### src/rtl/br_pkg.sv
// Shared types for the D-stage branch controller: opcodes, comparator codes, FSM states.
package br_pkg;

    typedef enum logic [2:0] {
        BR_NONE = 3'd0,
        BR_BEQ  = 3'd1,
        BR_BNE  = 3'd2,
        BR_BLEZ = 3'd3,
        BR_BGTZ = 3'd4,
        BR_BLTZ = 3'd5,
        BR_BGEZ = 3'd6
    } br_op_e;

    localparam logic [1:0] CMP_EQ = 2'b00;
    localparam logic [1:0] CMP_GT = 2'b01;
    localparam logic [1:0] CMP_LT = 2'b10;

    typedef enum logic {
        ST_IDLE = 1'b0,
        ST_WAIT = 1'b1
    } br_state_e;

    // Encoding 7 is reserved and treated like BR_NONE.
    function automatic logic is_branch(input logic [2:0] op);
        return (op >= 3'd1) && (op <= 3'd6);
    endfunction

    function automatic logic uses_rt(input logic [2:0] op);
        return (op == BR_BEQ) || (op == BR_BNE);
    endfunction

endpackage

### src/rtl/d_branch_ctrl_if.sv
// D-stage branch bus: decode/forwarding inputs and resolution outputs.
// Statistics signals exist only when BR_STATS_EN is defined.
interface d_branch_ctrl_if;
    logic        d_valid;
    logic [2:0]  d_br_op;
    logic [4:0]  d_rs;
    logic [4:0]  d_rt;
    logic [31:0] rs_rdata;
    logic [31:0] rt_rdata;
    logic [4:0]  e_wreg;
    logic [4:0]  m_wreg;
    logic [1:0]  e_tnew;
    logic [1:0]  m_tnew;
    logic [31:0] e_fdata;
    logic [31:0] m_fdata;
    logic        stall;
    logic        br_taken;
    logic        res_valid;
    logic        res_taken;
    logic        wd_err;
`ifdef BR_STATS_EN
    logic [31:0] stat_taken;
    logic [31:0] stat_ntaken;
`endif

    modport master (
        output d_valid, d_br_op, d_rs, d_rt, rs_rdata, rt_rdata,
               e_wreg, m_wreg, e_tnew, m_tnew, e_fdata, m_fdata,
        input  stall, br_taken, res_valid, res_taken, wd_err
`ifdef BR_STATS_EN
        , stat_taken, stat_ntaken
`endif
    );

    modport slave (
        input  d_valid, d_br_op, d_rs, d_rt, rs_rdata, rt_rdata,
               e_wreg, m_wreg, e_tnew, m_tnew, e_fdata, m_fdata,
        output stall, br_taken, res_valid, res_taken, wd_err
`ifdef BR_STATS_EN
        , stat_taken, stat_ntaken
`endif
    );

endinterface

### src/rtl/br_cmp.sv
// Signed 32-bit comparator: A vs B and A vs 0, each as a 2-bit EQ/GT/LT code.
module br_cmp
    import br_pkg::*;
(
    input  logic [31:0] a,
    input  logic [31:0] b,
    output logic [1:0]  ab_code,
    output logic [1:0]  az_code
);

    always_comb begin
        ab_code = CMP_EQ;
        if ($signed(a) > $signed(b))
            ab_code = CMP_GT;
        else if ($signed(a) < $signed(b))
            ab_code = CMP_LT;

        az_code = CMP_EQ;
        if ($signed(a) > 32'sd0)
            az_code = CMP_GT;
        else if ($signed(a) < 32'sd0)
            az_code = CMP_LT;
    end

endmodule

### src/rtl/d_branch_ctrl.sv
// D-stage branch resolution: operand forwarding, hazard stall, condition decode,
// registered result record and stall watchdog. Optional counters under BR_STATS_EN.
module d_branch_ctrl
    import br_pkg::*;
#(
    parameter int WAIT_MAX = 3
) (
    input  logic            clk,
    input  logic            reset,
    d_branch_ctrl_if.slave  bus
);

    localparam int CW = $clog2(WAIT_MAX + 1);

    br_state_e      state, state_nxt;
    logic [CW-1:0]  wait_cnt, wait_cnt_nxt;
    logic [31:0]    op_a, op_b;
    logic [1:0]     ab_code, az_code;
    logic           is_br, hz_rs, hz_rt, cond, resolve, wd_set;

    // E wins over M; $0 always reads as zero.
    always_comb begin
        op_a = bus.rs_rdata;
        if (bus.d_rs == 5'd0)
            op_a = '0;
        else if (bus.e_wreg == bus.d_rs && bus.e_tnew == 2'd0)
            op_a = bus.e_fdata;
        else if (bus.m_wreg == bus.d_rs && bus.m_tnew == 2'd0)
            op_a = bus.m_fdata;

        op_b = bus.rt_rdata;
        if (bus.d_rt == 5'd0)
            op_b = '0;
        else if (bus.e_wreg == bus.d_rt && bus.e_tnew == 2'd0)
            op_b = bus.e_fdata;
        else if (bus.m_wreg == bus.d_rt && bus.m_tnew == 2'd0)
            op_b = bus.m_fdata;
    end

    always_comb begin
        is_br = is_branch(bus.d_br_op);
        hz_rs = (bus.d_rs != 5'd0) &&
                ((bus.e_wreg == bus.d_rs && bus.e_tnew != 2'd0) ||
                 (bus.m_wreg == bus.d_rs && bus.m_tnew != 2'd0));
        hz_rt = uses_rt(bus.d_br_op) && (bus.d_rt != 5'd0) &&
                ((bus.e_wreg == bus.d_rt && bus.e_tnew != 2'd0) ||
                 (bus.m_wreg == bus.d_rt && bus.m_tnew != 2'd0));
        bus.stall = bus.d_valid && is_br && (hz_rs || hz_rt);
    end

    br_cmp u_cmp (
        .a       (op_a),
        .b       (op_b),
        .ab_code (ab_code),
        .az_code (az_code)
    );

    always_ff @(posedge clk) begin
        if (reset) begin
            state    <= ST_IDLE;
            wait_cnt <= '0;
        end else begin
            state    <= state_nxt;
            wait_cnt <= wait_cnt_nxt;
        end
    end

    // Any cycle without stall (hazard cleared, d_valid dropped, non-branch) returns to IDLE.
    always_comb begin
        state_nxt    = state;
        wait_cnt_nxt = wait_cnt;
        case (state)
            ST_IDLE: begin
                if (bus.stall) begin
                    state_nxt    = ST_WAIT;
                    wait_cnt_nxt = CW'(1);
                end else begin
                    wait_cnt_nxt = '0;
                end
            end
            ST_WAIT: begin
                if (bus.stall) begin
                    if (wait_cnt != CW'(WAIT_MAX))
                        wait_cnt_nxt = wait_cnt + CW'(1);
                end else begin
                    state_nxt    = ST_IDLE;
                    wait_cnt_nxt = '0;
                end
            end
            default: begin
                state_nxt    = ST_IDLE;
                wait_cnt_nxt = '0;
            end
        endcase
    end

    always_comb begin
        case (bus.d_br_op)
            BR_BEQ:  cond = (ab_code == CMP_EQ);
            BR_BNE:  cond = (ab_code != CMP_EQ);
            BR_BLEZ: cond = (az_code != CMP_GT);
            BR_BGTZ: cond = (az_code == CMP_GT);
            BR_BLTZ: cond = (az_code == CMP_LT);
            BR_BGEZ: cond = (az_code != CMP_LT);
            default: cond = 1'b0;
        endcase
        resolve      = bus.d_valid && is_br && !bus.stall;
        bus.br_taken = resolve && cond;
        wd_set       = bus.stall && (wait_cnt_nxt == CW'(WAIT_MAX));
    end

    always_ff @(posedge clk) begin
        if (reset) begin
            bus.res_valid <= 1'b0;
            bus.res_taken <= 1'b0;
            bus.wd_err    <= 1'b0;
        end else begin
            bus.res_valid <= resolve;
            if (resolve)
                bus.res_taken <= bus.br_taken;
            if (wd_set)
                bus.wd_err <= 1'b1;
        end
    end

`ifdef BR_STATS_EN
    always_ff @(posedge clk) begin
        if (reset) begin
            bus.stat_taken  <= '0;
            bus.stat_ntaken <= '0;
        end else if (resolve) begin
            if (bus.br_taken)
                bus.stat_taken  <= bus.stat_taken + 32'd1;
            else
                bus.stat_ntaken <= bus.stat_ntaken + 32'd1;
        end
    end
`endif

endmodule

### src/flat_wrapper.sv
// flat-port wrapper written by rule: the top's interface ports become plain ports
module d_branch_ctrl_flat import br_pkg::*;
#(
    parameter int WAIT_MAX = 3
)
  (clk, reset, bus_d_valid, bus_d_br_op, bus_d_rs, bus_d_rt, bus_rs_rdata, bus_rt_rdata, bus_e_wreg, bus_m_wreg, bus_e_tnew, bus_m_tnew, bus_e_fdata, bus_m_fdata, bus_stall, bus_br_taken, bus_res_valid, bus_res_taken, bus_wd_err);
  d_branch_ctrl_if bus_i ();
  input  logic clk;
  input  logic reset;
  input wire logic [$bits(bus_i.d_valid)-1:0] bus_d_valid;
  input wire logic [$bits(bus_i.d_br_op)-1:0] bus_d_br_op;
  input wire logic [$bits(bus_i.d_rs)-1:0] bus_d_rs;
  input wire logic [$bits(bus_i.d_rt)-1:0] bus_d_rt;
  input wire logic [$bits(bus_i.rs_rdata)-1:0] bus_rs_rdata;
  input wire logic [$bits(bus_i.rt_rdata)-1:0] bus_rt_rdata;
  input wire logic [$bits(bus_i.e_wreg)-1:0] bus_e_wreg;
  input wire logic [$bits(bus_i.m_wreg)-1:0] bus_m_wreg;
  input wire logic [$bits(bus_i.e_tnew)-1:0] bus_e_tnew;
  input wire logic [$bits(bus_i.m_tnew)-1:0] bus_m_tnew;
  input wire logic [$bits(bus_i.e_fdata)-1:0] bus_e_fdata;
  input wire logic [$bits(bus_i.m_fdata)-1:0] bus_m_fdata;
  output wire logic [$bits(bus_i.stall)-1:0] bus_stall;
  output wire logic [$bits(bus_i.br_taken)-1:0] bus_br_taken;
  output wire logic [$bits(bus_i.res_valid)-1:0] bus_res_valid;
  output wire logic [$bits(bus_i.res_taken)-1:0] bus_res_taken;
  output wire logic [$bits(bus_i.wd_err)-1:0] bus_wd_err;
  assign bus_i.d_valid = bus_d_valid;
  assign bus_i.d_br_op = bus_d_br_op;
  assign bus_i.d_rs = bus_d_rs;
  assign bus_i.d_rt = bus_d_rt;
  assign bus_i.rs_rdata = bus_rs_rdata;
  assign bus_i.rt_rdata = bus_rt_rdata;
  assign bus_i.e_wreg = bus_e_wreg;
  assign bus_i.m_wreg = bus_m_wreg;
  assign bus_i.e_tnew = bus_e_tnew;
  assign bus_i.m_tnew = bus_m_tnew;
  assign bus_i.e_fdata = bus_e_fdata;
  assign bus_i.m_fdata = bus_m_fdata;
  assign bus_stall = bus_i.stall;
  assign bus_br_taken = bus_i.br_taken;
  assign bus_res_valid = bus_i.res_valid;
  assign bus_res_taken = bus_i.res_taken;
  assign bus_wd_err = bus_i.wd_err;
  d_branch_ctrl #(.WAIT_MAX(WAIT_MAX)) u_core (.clk(clk), .reset(reset), .bus(bus_i));
endmodule
### config.mk
export PLATFORM = sky130hd
export DESIGN_NAME = d_branch_ctrl_flat
export DESIGN_NICKNAME = d
export VERILOG_FILES = /design/src/rtl/br_pkg.sv /design/src/rtl/d_branch_ctrl_if.sv /design/src/rtl/br_cmp.sv /design/src/rtl/d_branch_ctrl.sv /design/src/flat_wrapper.sv
export SDC_FILE = /design/constraint.sdc
export NUM_CORES = 1
export LEC_CHECK = 0
export ABC_AREA = 1
export BUFFER_PORTS_ARGS = -buffer_cell sky130_fd_sc_hd__buf_2
export CAP_MARGIN = 20
export CORE_MARGIN = 1
export CORE_UTILIZATION = 48
export DETAILED_ROUTE_END_ITERATION = 6
export PLACE_DENSITY = 0.9
export SETUP_SLACK_MARGIN = 0.1
export SYNTH_ARGS = -nofsm -noshare
export SYNTH_HDL_FRONTEND = slang
export SYNTH_SLANG_ARGS = --single-unit
export TNS_END_PERCENT = 10
### constraint.sdc
create_clock -name clk -period 3.4 [get_ports clk]
set_input_delay 0.17 -clock clk [delete_from_list [all_inputs] [get_ports clk]]
set_output_delay 0.17 -clock clk [all_outputs]
set_load 0.02 [all_outputs]
==> flow_summary.ini <==
[critical_path]
r2r_end = u_core.wait_cnt[1]$_SDFF_PP0_
endpoint = bus_br_taken
end_kind = primary output
cp.required_ns = 3.23
crit_type = in -> out
worst_r2r_path_depth = 2
start_kind = input port
arrival_ns = 3.35
worst-r2r-setup-slack_ns = 2.75
path_max_fanout = 9
cp-startpoint = bus_m_wreg[3]
r2r_start = u_core.wait_cnt[0]$_SDFF_PP0_

[routing]
first_pass_iters = 6
drc = 0
vias = 5652
totalWireLength_um = 15400
drt-initial-drc-count = 724
ant_nets = 0
post_drt_wl_per_cell_um = 16.2
post_drt_via_cell_ratio = 5.95

[sta]
rsz0062_at_grt = yes
timing.final.crit_share_pct = 104
finalSetupTns_ns = -0.119
hold_viol_final = 0
setup_slack_ns = -0.119
finalCriticalPeriod_ns = 3.52
relSlewSlack_pct = 74.4
finalSetupViolCount = 1
drv_slew = 0
skew_ns = 0.00133
worst_slew_pin_slew_ns = 0.383
fmax_mhz = 284

[synthesis]
ys_types = 39
synth_edf_count = 0
yosysSeqAreaShare_pct = 3.32
synth_common_cells = nand2_1, nand3_1, inv_1, ha_1, o211ai_1
synthMostInstantiatedCell = nand2_1
synth.area.top_cells = nand2_1, nand3_1, ha_1
yosys_most_used_dff = dfxtp_1
yosysWarnings = 0
synth_top_area_cell = nand2_1
syn_area_sq_um = 3620
syn_inst = 681
synth-seq-cells = 6
syn_area_per_cell_sq_um = 5.31
synthesis.nets = 871
yosysTopAreaCellShare_pct = 20.5
ys_async_sr_fraction_pct = 0

[place]
gp_congestion = 1.01
dpl.hpwl_um = 10000
port_buffers = 162

[power_and_ir_drop]
power_frac_comb_pct = 74.9
leakagePower_nw = 2.98
switching_share_pct = 46.4
pwr-share-clk_pct = 14.8
seqPwrFrac_pct = 10.2
p_per_area_nw_per_um2 = 140
peakVddDrop_v = 0.0000933
p_switching_mw = 0.335
intPower_mw = 0.386

[cells_and_area]
antenna_cells = 0
drive_gt1_share_pct = 30.2
area_growth_pct = 41.8
fin_util_pct = 70.7
fin_nets = 1043

[floorplanning]
core_area_sq_um = 7250
fp.dieArea_sq_um = 7890
fp.dieW_um = 88.8
rows = 31
fp.dieH_um = 88.8
ios = 163
start_util_pct = 49.9

[worst_hold_path]
hold_path_startpoint = reset
hold_class = in -> reg

[clock_tree]
htreeDepth = 1
clock_path_buffers = 2
cts_tree = yes
cts_buffers = 3
clock_latency_ns = 0.22
clk_pin_slew_ns = 0.03
numClockSinks = 6
ctsHoldBuffers = 0
root_buffer = clkbuf_8

[grt]
grt-ovfl-total = 0
grt_max_degree = 66
grt_antenna_before_repair = 0
track_usage_pct = 32.0
grt_pass1_wl_um = 20300
grt_pass1_vias = 4759

[outcome]
failed_checks = setup timing
outcome = finished, violations left

[flow_run]
maxCapViolations = 0
[sequential cells by signal, summed over array words and instances, names as in the netlist]
| signal | flops |
|---|---|
| u_core.wait_cnt | 2 |
| u_core.bus.res_taken | 1 |
| u_core.bus.res_valid | 1 |
| u_core.bus.wd_err | 1 |
| u_core.state | 1 |
[logic make-up after synthesis]
family	count (synthesis)	synth area share, %
XOR/XNOR	7	1.69
buffers and inverters	143	16.6
adder cells (fa/ha/maj)	32	11.1
AO/OA/AOI/OAI	77	14.1
AND/OR/NAND/NOR	416	53.2
flip-flops	6	3.32
[timing repair]
action	4_1_cts	5_1_grt
buffers inserted	0	21
gates cloned	0	4
pin swaps	0	41
setup endpoints to repair	1	1
resized for setup	2	57
hold endpoints to repair	0	0
[worst min path at each step]
stage,endpoint,depth (start not counted)
2_1_floorplan,u_core.bus.res_taken$_SDFFE_PP0P_,1
3_3_place_gp,u_core.bus.res_taken$_SDFFE_PP0P_,2
3_5_place_dp,u_core.bus.res_taken$_SDFFE_PP0P_,2
4_1_cts,u_core.bus.res_taken$_SDFFE_PP0P_,2
5_1_grt,u_core.bus.res_taken$_SDFFE_PP0P_,2
6_report,u_core.bus.res_taken$_SDFFE_PP0P_,2
[area by class of cell]
class	count	area (sq um)
Inverter	103	394
Multi-Input combinational cell	532	3030
Sequential cell	6	120
Tap cell	99	124
Clock buffer	3	41.3
Fill cell	621	2120
Timing Repair Buffer	207	1430
[metal layers]
metal	vias up	track usage [%]	share of wire [%]
met5	-	0	0
met4	0	10.6	5.0
met3	107	4.66	12
met2	504	57.0	47
met1	2437	39.2	36
li1	2604	-	-
[worst max-delay path, stage by stage]
cell       delay (ns)
buf_2            0.13
inv_1            0.11
o2111ai_2        0.14
nor4_4           0.31
buf_4            0.22
buf_6            0.14
nand3_1          0.08
nand3_1          0.12
o211ai_1         0.11
ha_1             0.34
nand2_1          0.09
o21a_1           0.21
nor2_1           0.16
o21ai_1          0.09
nand2_1          0.09
nand2_1          0.06
nand4_1          0.12
nand2_1          0.07
nand2_1          0.07
nand3_2          0.09
a21oi_2          0.12
nand2_2          0.07
nand2_2          0.07
inv_2            0.04
buf_6            0.12
[power groups by stage]
stage	Sequential [mW]	Clock (mW)	Combinational, mW
final	0.0737	0.107	0.540
after global routing	0.0738	0.113	0.591
after CTS	0.0736	0.108	0.459
after detailed placement	0.0747	0	0.455
after global placement	0.0744	0	0.447
after floorplan	0.0764	0	0.267
[layout by cell type, fill, tap and decap left out, types with 8 or more instances in the layout]
cell type  instances
nand2_1          192
buf_2            156
nand3_1          133
inv_1             93
o211ai_1          32
ha_1              31
nand3b_1          27
nor2_1            23
buf_4             22
a21oi_1           14
buf_6             11
buf_12            11
nand2_2           10
inv_2              8
[through the flow]
| stage | power [mW] | setup slack (ns) | cells | instance area, sq um | hold slack, ns |
|---|---|---|---|---|---|
| floorplan | 0.344 | 0.419 | 681 | 3620 | 0.232 |
| global placement | 0.521 | 0.0889 | 922 | 4600 | 0.376 |
| detailed placement | 0.529 | -0.0000133 | 922 | 4600 | 0.380 |
| CTS | 0.641 | 0.129 | 925 | 4650 | 0.157 |
| global route | 0.777 | -0.289 | 950 | 5130 | 0.159 |
| finish | 0.721 | -0.119 | 950 | 5130 | 0.158 |
Power figures use the tool's default switching activity.
